==> src/rtl/clk_div_multi.sv <==
// Multi-channel integer clock divider with lock delay, per-channel glitch-free
// enable, one-cycle clock-enable strobes and a valid/ready divisor update port.
module clk_div_multi #(
    parameter int NUM_CH      = 2,
    parameter int DIV_W       = 8,
    parameter int DIV_RESET   = 4,
    parameter int LOCK_CYCLES = 256,
    localparam int CH_W       = (NUM_CH > 1) ? $clog2(NUM_CH) : 1
) (
    input  logic              clk_in,
    input  logic              reset,
    input  logic [NUM_CH-1:0] en,
    input  logic              cfg_valid,
    output logic              cfg_ready,
    input  logic [CH_W-1:0]   cfg_ch,
    input  logic [DIV_W-1:0]  cfg_div,
    output logic [NUM_CH-1:0] clk_out,
    output logic [NUM_CH-1:0] ce_out,
    output logic              locked
);

    localparam int LOCK_W = $clog2(LOCK_CYCLES) + 1;

    typedef enum logic {IDLE, RUN} state_t;

    state_t             state    [NUM_CH];
    logic [DIV_W-1:0]   cnt      [NUM_CH];
    logic [DIV_W-1:0]   div_act  [NUM_CH];
    logic [DIV_W-1:0]   pend_div [NUM_CH];
    logic [NUM_CH-1:0]  pending;
    logic [LOCK_W-1:0]  lock_cnt;
    logic [DIV_W-1:0]   cfg_div_clamped;

    // Out-of-range channel selects are always ready so the request is swallowed.
    always_comb begin
        cfg_div_clamped = (cfg_div < DIV_W'(2)) ? DIV_W'(2) : cfg_div;
        cfg_ready       = 1'b1;
        if (int'(cfg_ch) < NUM_CH)
            cfg_ready = !pending[cfg_ch];
    end

    always_ff @(posedge clk_in or posedge reset) begin
        if (reset) begin
            lock_cnt <= '0;
            locked   <= 1'b0;
        end else if (!locked) begin
            lock_cnt <= lock_cnt + LOCK_W'(1);
            if (lock_cnt == LOCK_W'(LOCK_CYCLES - 1))
                locked <= 1'b1;
        end
    end

    // Accept only sets pending when it is clear, and starts/boundaries only clear
    // it when it is set, so both updates to pending[i] never collide on one edge.
    always_ff @(posedge clk_in or posedge reset) begin
        if (reset) begin
            clk_out <= '0;
            ce_out  <= '0;
            pending <= '0;
            for (int unsigned i = 0; i < NUM_CH; i++) begin
                state[i]    <= IDLE;
                cnt[i]      <= '0;
                div_act[i]  <= DIV_W'(DIV_RESET);
                pend_div[i] <= DIV_W'(DIV_RESET);
            end
        end else begin
            for (int unsigned i = 0; i < NUM_CH; i++) begin
                if (cfg_valid && cfg_ready && int'(cfg_ch) == int'(i)) begin
                    pending[i]  <= 1'b1;
                    pend_div[i] <= cfg_div_clamped;
                end
                case (state[i])
                    IDLE: begin
                        clk_out[i] <= 1'b0;
                        ce_out[i]  <= 1'b0;
                        if (locked && en[i]) begin
                            state[i]   <= RUN;
                            cnt[i]     <= '0;
                            clk_out[i] <= 1'b1;
                            ce_out[i]  <= 1'b1;
                            if (pending[i]) begin
                                div_act[i] <= pend_div[i];
                                pending[i] <= 1'b0;
                            end
                        end
                    end
                    RUN: begin
                        if (cnt[i] != div_act[i] - DIV_W'(1)) begin
                            cnt[i]     <= cnt[i] + DIV_W'(1);
                            clk_out[i] <= (cnt[i] + DIV_W'(1)) < (div_act[i] >> 1);
                            ce_out[i]  <= 1'b0;
                        end else begin
                            cnt[i]     <= '0;
                            clk_out[i] <= en[i];
                            ce_out[i]  <= en[i];
                            if (!en[i])
                                state[i] <= IDLE;
                            if (pending[i]) begin
                                div_act[i] <= pend_div[i];
                                pending[i] <= 1'b0;
                            end
                        end
                    end
                    default: state[i] <= IDLE;
                endcase
            end
        end
    end

endmodule

==> config.mk <==
export PLATFORM = sky130hd
export DESIGN_NAME = clk_div_multi
export DESIGN_NICKNAME = d
export VERILOG_FILES = /design/src/rtl/clk_div_multi.sv
export SDC_FILE = /design/constraint.sdc
export NUM_CORES = 1
export LEC_CHECK = 0
export ABC_CLOCK_PERIOD_IN_PS = 2800
export BUFFER_PORTS_ARGS = -buffer_cell sky130_fd_sc_hd__buf_4
export CORE_MARGIN = 2
export CORE_UTILIZATION = 25
export CTS_BUF_LIST = sky130_fd_sc_hd__clkbuf_8
export DETAILED_ROUTE_END_ITERATION = 6
export PLACE_DENSITY = 0.5
export SKIP_LAST_GASP = 1
export SLEW_MARGIN = 20
export SYNTH_ARGS = -nofsm -noshare
export SYNTH_HDL_FRONTEND = slang
export SYNTH_SLANG_ARGS = --single-unit
==> constraint.sdc <==
create_clock -name clk_in -period 2.8 [get_ports clk_in]
set_input_delay 0.28 -clock clk_in [delete_from_list [all_inputs] [get_ports clk_in]]
set_output_delay 0.28 -clock clk_in [all_outputs]
set_load 0.005 [all_outputs]
==> impl_metrics.tcl, run 1 <==
set metrics [dict create \
    power-per-cell-area_nw_per_um2 484 \
    finalWeightedCongestion 0.836 \
    final-setup-viol-count 0 \
    leakage_nw 1.89 \
    arrival_ps 2630 \
    mostFrequentLayoutCell "sky130_fd_sc_hd__dfrtp_1" \
    setup_buffers_after_cts 0 \
    tritoncts.num_buffers 9 \
    dpl.cell_count 554 \
    port-buffer-count 19 \
    synthDistinctLibCells 52 \
    globalRoute.totalOverflow 0 \
    yosys_warning_count 0 \
    rsz0062_at_grt "false" \
    core-area_um2 14500 \
    dieHeight_um 126 \
    drive_gt1_share_pct 19.2 \
    end_kind "flip-flop" \
    peak_supply_drop_uv 234 \
    pin_slew_with_the_least_headroom_to_its_limit_ps 782 \
    final_setup_skew_ps 15.9 \
    drc 0 \
    drt-initial-drc-count 121 \
    die_w_um 126 \
    vias_per_cell 4.68 \
    synth_enable_flop_cells 0 \
    worst_setup_path_start_kind "flip-flop" \
    synth_nets 389 \
    totalNegativeSetupSlack_ps 0 \
    area_growth_syn_to_layout_pct 15.8 \
    final_antenna_net_count 0 \
    number_of_global_route_vias_before_repair 2810 \
    run_status "finished clean" \
    pre_cts_ws_ps 431 \
    synthCells 357 \
    period_share_pct 85.4 \
    insertedDiodeCount 0 \
    holdBufCountCts 0 \
    post-route-min-period_ps 2390 \
    maxClockFrequency_mhz 418 \
    cts_root_buf "sky130_fd_sc_hd__clkbuf_8" \
    asyncSetResetFlopFracSynth_pct 100 \
    drt_wl_total_mm 8.14 \
    floorplan.rows 44 \
    insertion_delay_ps 350 \
    final_nets 413 \
    cts_sinks 66 \
    route.detailed.wl_per_inst_um 14.3 \
    max_cap_violations 0 \
    cp_data_required_time_ps 3040 \
    synth.cell_area_um2 3700 \
    utilization_pct 29.6 \
    route.vias.total 2669 \
    design.portCount 20 \
    avgSynthCellArea_um2 10.4 \
    timing.final.hold_violations 0 \
    grt_use_total_pct 10.8 \
    hold_path.class "in2async" \
    slew_violations 0 \
    number_of_h_tree_branching_levels 3 \
    worst-r2r-setup-slack_ps 410 \
    max-clock-path-buffers 2 \
    initial_utilization_pct 25.6 \
    dp.final_hpwl_mm 6.16 \
    ys_seq_area_share_pct 44.8 \
    post-route-worst-setup-slack_ps 408 \
    final_cell_mix "sky130_fd_sc_hd__dfrtp_1, sky130_fd_sc_hd__buf_4, sky130_fd_sc_hd__inv_1, sky130_fd_sc_hd__nand2_1" \
    drtPass1Iterations 4 \
    cts_resized 0 \
    synth_seq_cells 66 \
    grt_first_pass_wirelength_mm 13.9 \
    tritoncts "done" \
    synth_ff_type "sky130_fd_sc_hd__dfrtp_1" \
    worst_setup_hold_path_clk_slew_ps 90 \
    slew-limit-headroom_pct 47.9 \
    antenna_found_initial 0 \
    grt_max_degree 35 \
    hold_ws_ps 33.7 \
    design.die.area_um2 15800 \
    worst-path-max-fanout 5 \
    crit_path_kind "reg2reg" \
    finish.cell_count_without_fillers 570 \
]
worst paths after layout:
kind / end / cells past startpoint / start
worst max register to register: cnt[1]$_DFFE_PP0P_ / 6 / div_act[1]$_DFFE_PP0P_
min in group clk_in: pend_div[13]$_DFFE_PP0P_ / 2 / cfg_div[5]
worst min-delay path: clk_out[0]$_DFF_PP0_ / 2 / reset
worst min register to register: lock_cnt[7]$_DFFE_PP0N_ / 1 / lock_cnt[7]$_DFFE_PP0N_
max in group asynchronous: pend_div[2]$_DFFE_PP1P_ / 3 / reset
worst max-delay path: cnt[1]$_DFFE_PP0P_ / 6 / div_act[1]$_DFFE_PP0P_
routing by layer:
layer / track usage (%) / up-vias / wire length [µm]
li1: - / 1319 / -
met2: 18.9 / 28 / 4090
met3: 2.17 / 12 / 191
met1: 13.6 / 1310 / 3750
met5: 0 / - / 0
met4: 3.20 / 0 / 102
cells by family (layout without fill, tap and decap cells):
kind of cell / after synthesis / after routing / synth area share (%)
AOI/OAI and AO/OA: 68 / 68 / 12.5
xor gates and xnor gates: 34 / 34 / 8.05
adders and majority gates: 18 / 18 / 6.09
buffers and inverters: 37 / 66 / 4.09
DFF: 66 / 66 / 44.8
muxes: 28 / 28 / 8.96
and+or+nand+nor: 106 / 106 / 15.6
synth_stat cells, types with 4 or more instances:
cell,instances,area (µm²)
sky130_fd_sc_hd__xnor2_1,19,166
sky130_fd_sc_hd__ha_1,18,225
sky130_fd_sc_hd__buf_2,4,20.0
sky130_fd_sc_hd__nor2_1,18,67.6
sky130_fd_sc_hd__nand2b_1,9,56.3
sky130_fd_sc_hd__nand2_1,20,75.1
sky130_fd_sc_hd__nand3_1,18,90.1
sky130_fd_sc_hd__dfstp_2,4,105
sky130_fd_sc_hd__mux2_4,7,105
sky130_fd_sc_hd__clkbuf_1,6,22.5
sky130_fd_sc_hd__xor2_1,15,131
sky130_fd_sc_hd__a21oi_1,17,85.1
sky130_fd_sc_hd__nor3_1,5,25.0
sky130_fd_sc_hd__mux2i_1,8,80.1
sky130_fd_sc_hd__dfrtp_1,62,1550
sky130_fd_sc_hd__o21ai_0,19,95.1
sky130_fd_sc_hd__nor3b_1,4,30.0
sky130_fd_sc_hd__a32o_1,6,60.1
sky130_fd_sc_hd__nor2b_1,4,25.0
sky130_fd_sc_hd__inv_1,24,90.1
sky130_fd_sc_hd__nand4_1,10,62.6
sky130_fd_sc_hd__a22o_1,5,43.8
sky130_fd_sc_hd__mux2_2,13,146
flip-flops by register name (all words and copies together) (netlist names):
register,cells
ce_out,2
clk_out,2
locked,1
lock_cnt,9
cnt,16
pend_div,16
pending,2
state,2
div_act,16
per-stage QoR:
step | instance area, µm² | power (W)
after floorplan | 3700 | 0.00118
after global placement | 4080 | 0.00124
after detailed placement | 4080 | 0.00125
after CTS | 4280 | 0.00211
after global routing | 4280 | 0.00219
final | 4280 | 0.00207
worst max-delay path, stage by stage, from the launching register on:
cell and delay, ps:
sky130_fd_sc_hd__dfrtp_1 400, sky130_fd_sc_hd__nor3_1 490, sky130_fd_sc_hd__nor4bb_1 360, sky130_fd_sc_hd__nor2_1 110
sky130_fd_sc_hd__a211oi_1 470, sky130_fd_sc_hd__nor2_1 200, sky130_fd_sc_hd__a22o_1 260
power by group:
| group | switching, W | total (W) | internal [W] |
|---|---|---|---|
| clock network | 0.000423 | 0.000849 | 0.000426 |
| registers | 0.0000434 | 0.00108 | 0.00104 |
| logic | 0.0000622 | 0.000139 | 0.0000769 |
area by class of cell:
class,instances,area [µm²]
well taps,184,230
clock inverters,7,83.8
inverters,24,90.1
flip-flops and latches,66,1660
repair buffers,26,208
clock buffers,9,124
multi-input cells,254,1890
fillers,1498,10200
Power figures use the tool's default switching activity.
==> run 2, diff against run 1 <==
RECOVER_POWER = 100   (was unset)
==> run 2 against run 1 <==
Combinational power fell by 4%. Critical path depth increased by 1. Clock power hardly changed. Register-to-register slack barely moved. Clock-buffer cell count unchanged. Routed wire length decreased by 0.28%. Critical path type unchanged. Sequential share of layout area rose by 0.55 points. Design area down 1.4%. Highest routed layer unchanged. Non-clock buffer count is the same. Final cell count unchanged.
==> impl_metrics.tcl, run 2 (synthesis gave the netlist of run 1 again) <==
set metrics [dict create \
    run_status "finished clean" \
    arrival_ps 2670 \
    grt_use_total_pct 10.8 \
    tritoncts.num_buffers 9 \
    dieHeight_um 126 \
    slew-limit-headroom_pct 18.8 \
    end_kind "flip-flop" \
    hold_ws_ps 182 \
    layout.cell_area.non_filler_um2 4220 \
    final_setup_skew_ps 15.0 \
    antenna_found_initial 0 \
    cts_sinks 66 \
    globalRoute.totalOverflow 0 \
    cp_data_required_time_ps 3060 \
    drt-initial-drc-count 116 \
    route.detailed.wl_per_inst_um 14.2 \
    reg.largest.list "cnt x16, div_act x16, pend_div x16" \
    drc 0 \
    r2r-end "div_act[0]$_DFFE_PP0P_" \
    cts_resized 0 \
    area_growth_syn_to_layout_pct 14.2 \
    insertedDiodeCount 0 \
    p_comb_share_pct 6.5 \
    worst_setup_path_start_kind "flip-flop" \
    initial_utilization_pct 25.6 \
    cts_root_buf "sky130_fd_sc_hd__clkbuf_8" \
    final_cell_mix "sky130_fd_sc_hd__dfrtp_1, sky130_fd_sc_hd__inv_1, sky130_fd_sc_hd__nand2_1, sky130_fd_sc_hd__o21ai_0, sky130_fd_sc_hd__xnor2_1" \
    number_of_global_route_vias_before_repair 2810 \
    worst_setup_hold_path_clk_slew_ps 90 \
    final_nets 413 \
    post-route-worst-setup-slack_ps 399 \
    mostFrequentLayoutCell "sky130_fd_sc_hd__dfrtp_1" \
    worst-r2r-setup-slack_ps 400 \
    setup_buffers_after_cts 0 \
    hp-start "cfg_div[4]" \
    timing.final.hold_violations 0 \
    period_share_pct 85.8 \
    vias_per_cell 4.67 \
    p_int_w 0.00154 \
    insertion_delay_ps 350 \
    n_fill_cell 1513 \
    dp.final_hpwl_mm 6.16 \
    finalWeightedCongestion 0.836 \
    hold_path.class "in2reg" \
    crit_path_kind "reg2reg" \
    pin_slew_with_the_least_headroom_to_its_limit_ps 1220 \
    rr_worst_depth 7 \
    holdBufCountCts 0 \
    post-route-min-period_ps 2400 \
    drive_gt1_share_pct 15.8 \
    max_cap_violations 0 \
    peak_supply_drop_uv 234 \
    power.switching_w 0.000524 \
    power_frac_seq_pct 52.4 \
    grt_max_degree 35 \
    power.share.clock_pct 41.1 \
    sw_frac_of_total_pct 25.4 \
    slew_violations 0 \
    leakage_nw 1.84 \
    design.portCount 20 \
    drt_wl_total_mm 8.11 \
    number_of_h_tree_branching_levels 3 \
    max-clock-path-buffers 2 \
    totalNegativeSetupSlack_ps 0 \
    tritoncts "done" \
    final_antenna_net_count 0 \
    worst-path-max-fanout 9 \
    placed_cell_areas_um2 4080 \
    final-setup-viol-count 0 \
    route.vias.total 2661 \
    core-area_um2 14500 \
    design.die.area_um2 15800 \
    hold-path-cell-count 2 \
    grt_first_pass_wirelength_mm 13.9 \
    pre_cts_ws_ps 431 \
    floorplan.rows 44 \
    hold_path_end "pend_div[12]$_DFFE_PP0P_" \
    rsz0062_at_grt "false" \
    power-per-cell-area_nw_per_um2 489 \
    worstReg2RegStart "div_act[1]$_DFFE_PP0P_" \
    die_w_um 126 \
    maxClockFrequency_mhz 416 \
    port-buffer-count 19 \
    drtPass1Iterations 4 \
]
==> run 2: cell types whose count changed in the layout (fill, tap and decap cells not counted) <==
cell / change
sky130_fd_sc_hd__inv_2: -1
sky130_fd_sc_hd__buf_12: -1
sky130_fd_sc_hd__mux2_1: +7
sky130_fd_sc_hd__clkbuf_4: +7
sky130_fd_sc_hd__clkbuf_1: +5
sky130_fd_sc_hd__buf_4: -12
sky130_fd_sc_hd__inv_1: +1
sky130_fd_sc_hd__clkbuf_2: +1
sky130_fd_sc_hd__mux2_4: -7
==> run 2: final cells by class <==
type | count | area [µm²] | share of cell area (%)
Multi-Input combinational cell | 254 | 1870 | 44.2
Clock inverter | 7 | 83.8 | 1.98
Timing Repair Buffer | 26 | 174 | 4.12
Clock buffer | 9 | 124 | 2.93
Sequential cell | 66 | 1660 | 39.2
Inverter | 24 | 90.1 | 2.13
Tap cell | 184 | 230 | 5.45
==> run 2: worst max-delay path by stage <==
| stage | startpoint | slack, ps | cells past startpoint | end |
|---|---|---|---|---|
| 2_1_floorplan | div_act[8]$_DFFE_PP0P_ | 670 | 8 | div_act[11]$_DFFE_PP0P_ |
| 3_3_place_gp | div_act[8]$_DFFE_PP0P_ | 470 | 8 | div_act[12]$_DFFE_PP0P_ |
| 3_5_place_dp | div_act[8]$_DFFE_PP0P_ | 430 | 8 | div_act[11]$_DFFE_PP0P_ |
| 4_1_cts | div_act[8]$_DFFE_PP0P_ | 400 | 8 | div_act[15]$_DFFE_PP0P_ |
| 5_1_grt | div_act[1]$_DFFE_PP0P_ | 100 | 7 | div_act[1]$_DFFE_PP0P_ |
| 6_report | div_act[1]$_DFFE_PP0P_ | 400 | 7 | div_act[0]$_DFFE_PP0P_ |
==> run 2: power by group through the flow <==
| stage | Sequential [W] | Clock (W) | Combinational [W] |
|---|---|---|---|
| 6_report | 0.00108 | 0.000848 | 0.000134 |
| 5_1_grt | 0.00110 | 0.000928 | 0.000153 |
| 4_1_cts | 0.00109 | 0.000881 | 0.000144 |
| 3_5_place_dp | 0.00111 | 0 | 0.000143 |
| 3_3_place_gp | 0.00110 | 0 | 0.000139 |
| 2_1_floorplan | 0.00109 | 0 | 0.0000963 |
==> run 2: critical path, stage by stage, from the launching register on <==
cell	delay (ps)
sky130_fd_sc_hd__dfrtp_1	400
sky130_fd_sc_hd__nor3_1	480
sky130_fd_sc_hd__o311a_1	280
sky130_fd_sc_hd__o2111ai_2	170
sky130_fd_sc_hd__a221oi_2	380
sky130_fd_sc_hd__clkbuf_1	340
sky130_fd_sc_hd__nand3_1	140
sky130_fd_sc_hd__o21ai_0	110
==> run 2: metal layers <==
layer | share of wire (%) | vias up | track usage (%)
met3 | 2.6 | 15 | 2.17
met2 | 50 | 32 | 18.9
met4 | 1.4 | 0 | 3.20
li1 | - | 1320 | -
met5 | 0 | - | 0
met1 | 46 | 1294 | 13.6
==> run 2: through the flow <==
stage / total power (W) / std cells / util, %
after detailed placement: 0.00125 / 554 / 28.2
after global placement: 0.00124 / 554 / 28.2
after CTS: 0.00211 / 570 / 29.6
after global routing: 0.00218 / 570 / 29.2
after floorplan: 0.00118 / 357 / -
final: 0.00206 / 570 / 29.2
==> run 3, diff against run 2 <==
ABC_CLOCK_PERIOD_IN_PS = 2300   (was 2800)
clock period = 2.3 ns   (was 2.8 ns; I/O delays follow)
==> run 3 against run 2 <==
Die area stayed put. Combinational power increased by 27%. First-iteration DRC count decreased by 11%. Critical path depth rose by 1. Routed wire length up 3.0%. Critical endpoint is now div_act[14]$_DFFE_PP0P_. Largest cell class unchanged.
==> impl_metrics.tcl, run 3 (synthesis gave the netlist of run 1 again) <==
set metrics [dict create \
    run_status "finished clean" \
    max-clock-path-buffers 2 \
    reg.largest.list "cnt x16, div_act x16, pend_div x16" \
    grt_use_total_pct 10.9 \
    cp_data_required_time_ps 2540 \
    vias_per_cell 4.70 \
    placed_cell_areas_um2 4170 \
    cts_root_buf "sky130_fd_sc_hd__clkbuf_8" \
    dpl.cell_count 566 \
    number_of_global_route_vias_before_repair 2873 \
    multi_input_area_um2 1930 \
    floorplan.rows 44 \
    hold_path.class "in2reg" \
    grt_max_degree 67 \
    mostFrequentLayoutCell "sky130_fd_sc_hd__dfrtp_1" \
    worstReg2RegStart "div_act[8]$_DFFE_PP0P_" \
    n_fill_cell 1526 \
    design.die.area_um2 15800 \
    drtPass1Iterations 4 \
    grt_first_pass_wirelength_mm 14.2 \
    worst-path-max-fanout 4 \
    worst_path_max_delay_cell "sky130_fd_sc_hd__a211o_2" \
    hp-start "cfg_div[7]" \
    tritoncts "done" \
    cts_sinks 66 \
    arrival_ps 2430 \
    worst_setup_path_start_kind "flip-flop" \
    period_share_pct 95.4 \
    slew-limit-headroom_pct 0.955 \
    slew_violations 0 \
    drc 0 \
    antenna_found_initial 0 \
    sequential_cell_area_um2 1660 \
    globalRoute.totalOverflow 0 \
    maxClockFrequency_mhz 456 \
    finish.cell_count_without_fillers 587 \
    tritoncts.num_buffers 9 \
    end_kind "flip-flop" \
    final_antenna_net_count 0 \
    rsz0062_at_grt "true" \
    leakage_nw 1.95 \
    crit_path_kind "reg2reg" \
    worst_setup_hold_path_clk_slew_ps 90 \
    crit_chain "inv_1 -> ha_1 -> nor3b_2 -> xnor2_1 -> nor4_2 -> nand3_1 -> a211o_2 -> mux2_1" \
    insertion_delay_ps 350 \
    route.detailed.wl_per_inst_um 14.2 \
    max_cap_violations 0 \
    post-route-min-period_ps 2190 \
    crit_path_start "div_act[8]$_DFFE_PP0P_" \
    peak_supply_drop_uv 264 \
    pin_slew_with_the_least_headroom_to_its_limit_ps 1490 \
    drt-initial-drc-count 103 \
    drive_gt1_share_pct 22.8 \
    dieHeight_um 126 \
    final_setup_skew_ps 16.0 \
    dp.final_hpwl_mm 6.18 \
    route.vias.total 2758 \
    area_growth_syn_to_layout_pct 19.3 \
    initial_utilization_pct 25.6 \
    layout.cell_area.non_filler_um2 4410 \
    timing.final.hold_violations 0 \
    worst-r2r-setup-slack_ps 110 \
    totalNegativeSetupSlack_ps 0 \
    number_of_h_tree_branching_levels 3 \
    design.portCount 20 \
    finalWeightedCongestion 0.801 \
    drt_wl_total_mm 8.36 \
    critical_path.top_delay_family "simple AND/OR/NAND/NOR gates" \
    final-setup-viol-count 0 \
    max_stage_delay_ps 380 \
    power-per-cell-area_nw_per_um2 572 \
    final_cell_mix "sky130_fd_sc_hd__dfrtp_1, sky130_fd_sc_hd__buf_4, sky130_fd_sc_hd__inv_1, sky130_fd_sc_hd__nand2_1, sky130_fd_sc_hd__xnor2_1" \
    final_nets 430 \
    crit_path_buf_inv_count 1 \
    port-buffer-count 19 \
    die_w_um 126 \
    insertedDiodeCount 0 \
    core-area_um2 14500 \
]
==> run 3: final timing paths <==
path                                      endpoint  cells after the start
max                        div_act[14]$_DFFE_PP0P_                      8
min in group asynchronous     clk_out[0]$_DFF_PP0_                      4
min                        pend_div[7]$_DFFE_PP0P_                      2
max reg2reg                div_act[14]$_DFFE_PP0P_                      8
max in group asynchronous   div_act[3]$_DFFE_PP0P_                      4
min reg2reg                lock_cnt[7]$_DFFE_PP0N_                      1
==> run 3: through the flow <==
step	worst slack, ps	total power (W)	hold WS [ps]	util (%)
global placement	70.1	0.00151	335	28.8
finish	107	0.00252	140	30.5
floorplan	174	0.00144	352	-
CTS	19.9	0.00257	125	30.3
global route	-25.4	0.00264	129	30.5
detailed placement	-33.5	0.00152	345	28.8
==> run 3: area by class of cell <==
type / instances / share of cell area (%)
well taps: 184 / 5.22
multi-input cells: 255 / 43.7
flip-flops and latches: 66 / 37.6
clock buffers: 9 / 2.81
clock inverters: 7 / 1.90
repair buffers: 42 / 6.80
inverters: 24 / 2.04
==> run 3: report_power, final <==
part           switching, W  internal [W]  total (W)
combinational     0.0000796     0.0000905   0.000170
sequential        0.0000522       0.00127    0.00132
clock              0.000515      0.000519    0.00103
total              0.000647       0.00188    0.00252
==> run 3: routing by layer <==
metal	vias to the layer above	track usage (%)	share of wire [%]
met5	-	0	0
met4	0	2.94	1.6
met3	14	2.29	2.9
met2	48	19.1	49
met1	1340	13.8	47
li1	1356	-	-
==> run 3: worst register-to-register path: stages, from the launching register on <==
cell and delay [ps]:
sky130_fd_sc_hd__dfrtp_1 360, sky130_fd_sc_hd__inv_1 60, sky130_fd_sc_hd__ha_1 210, sky130_fd_sc_hd__nor3b_2 160, sky130_fd_sc_hd__xnor2_1 140, sky130_fd_sc_hd__nor4_2 270
sky130_fd_sc_hd__nand3_1 180, sky130_fd_sc_hd__a211o_2 390, sky130_fd_sc_hd__mux2_1 330
==> run 3: what timing repair did <==
action                     in CTS  in global routing
hold endpoints to repair       62                  0
pin swaps                       0                  5
resized for setup               1                  9
buffers inserted                0                  3
setup endpoints to repair       7                 26
gates cloned                    0                  1
hold buffers                    1                  0
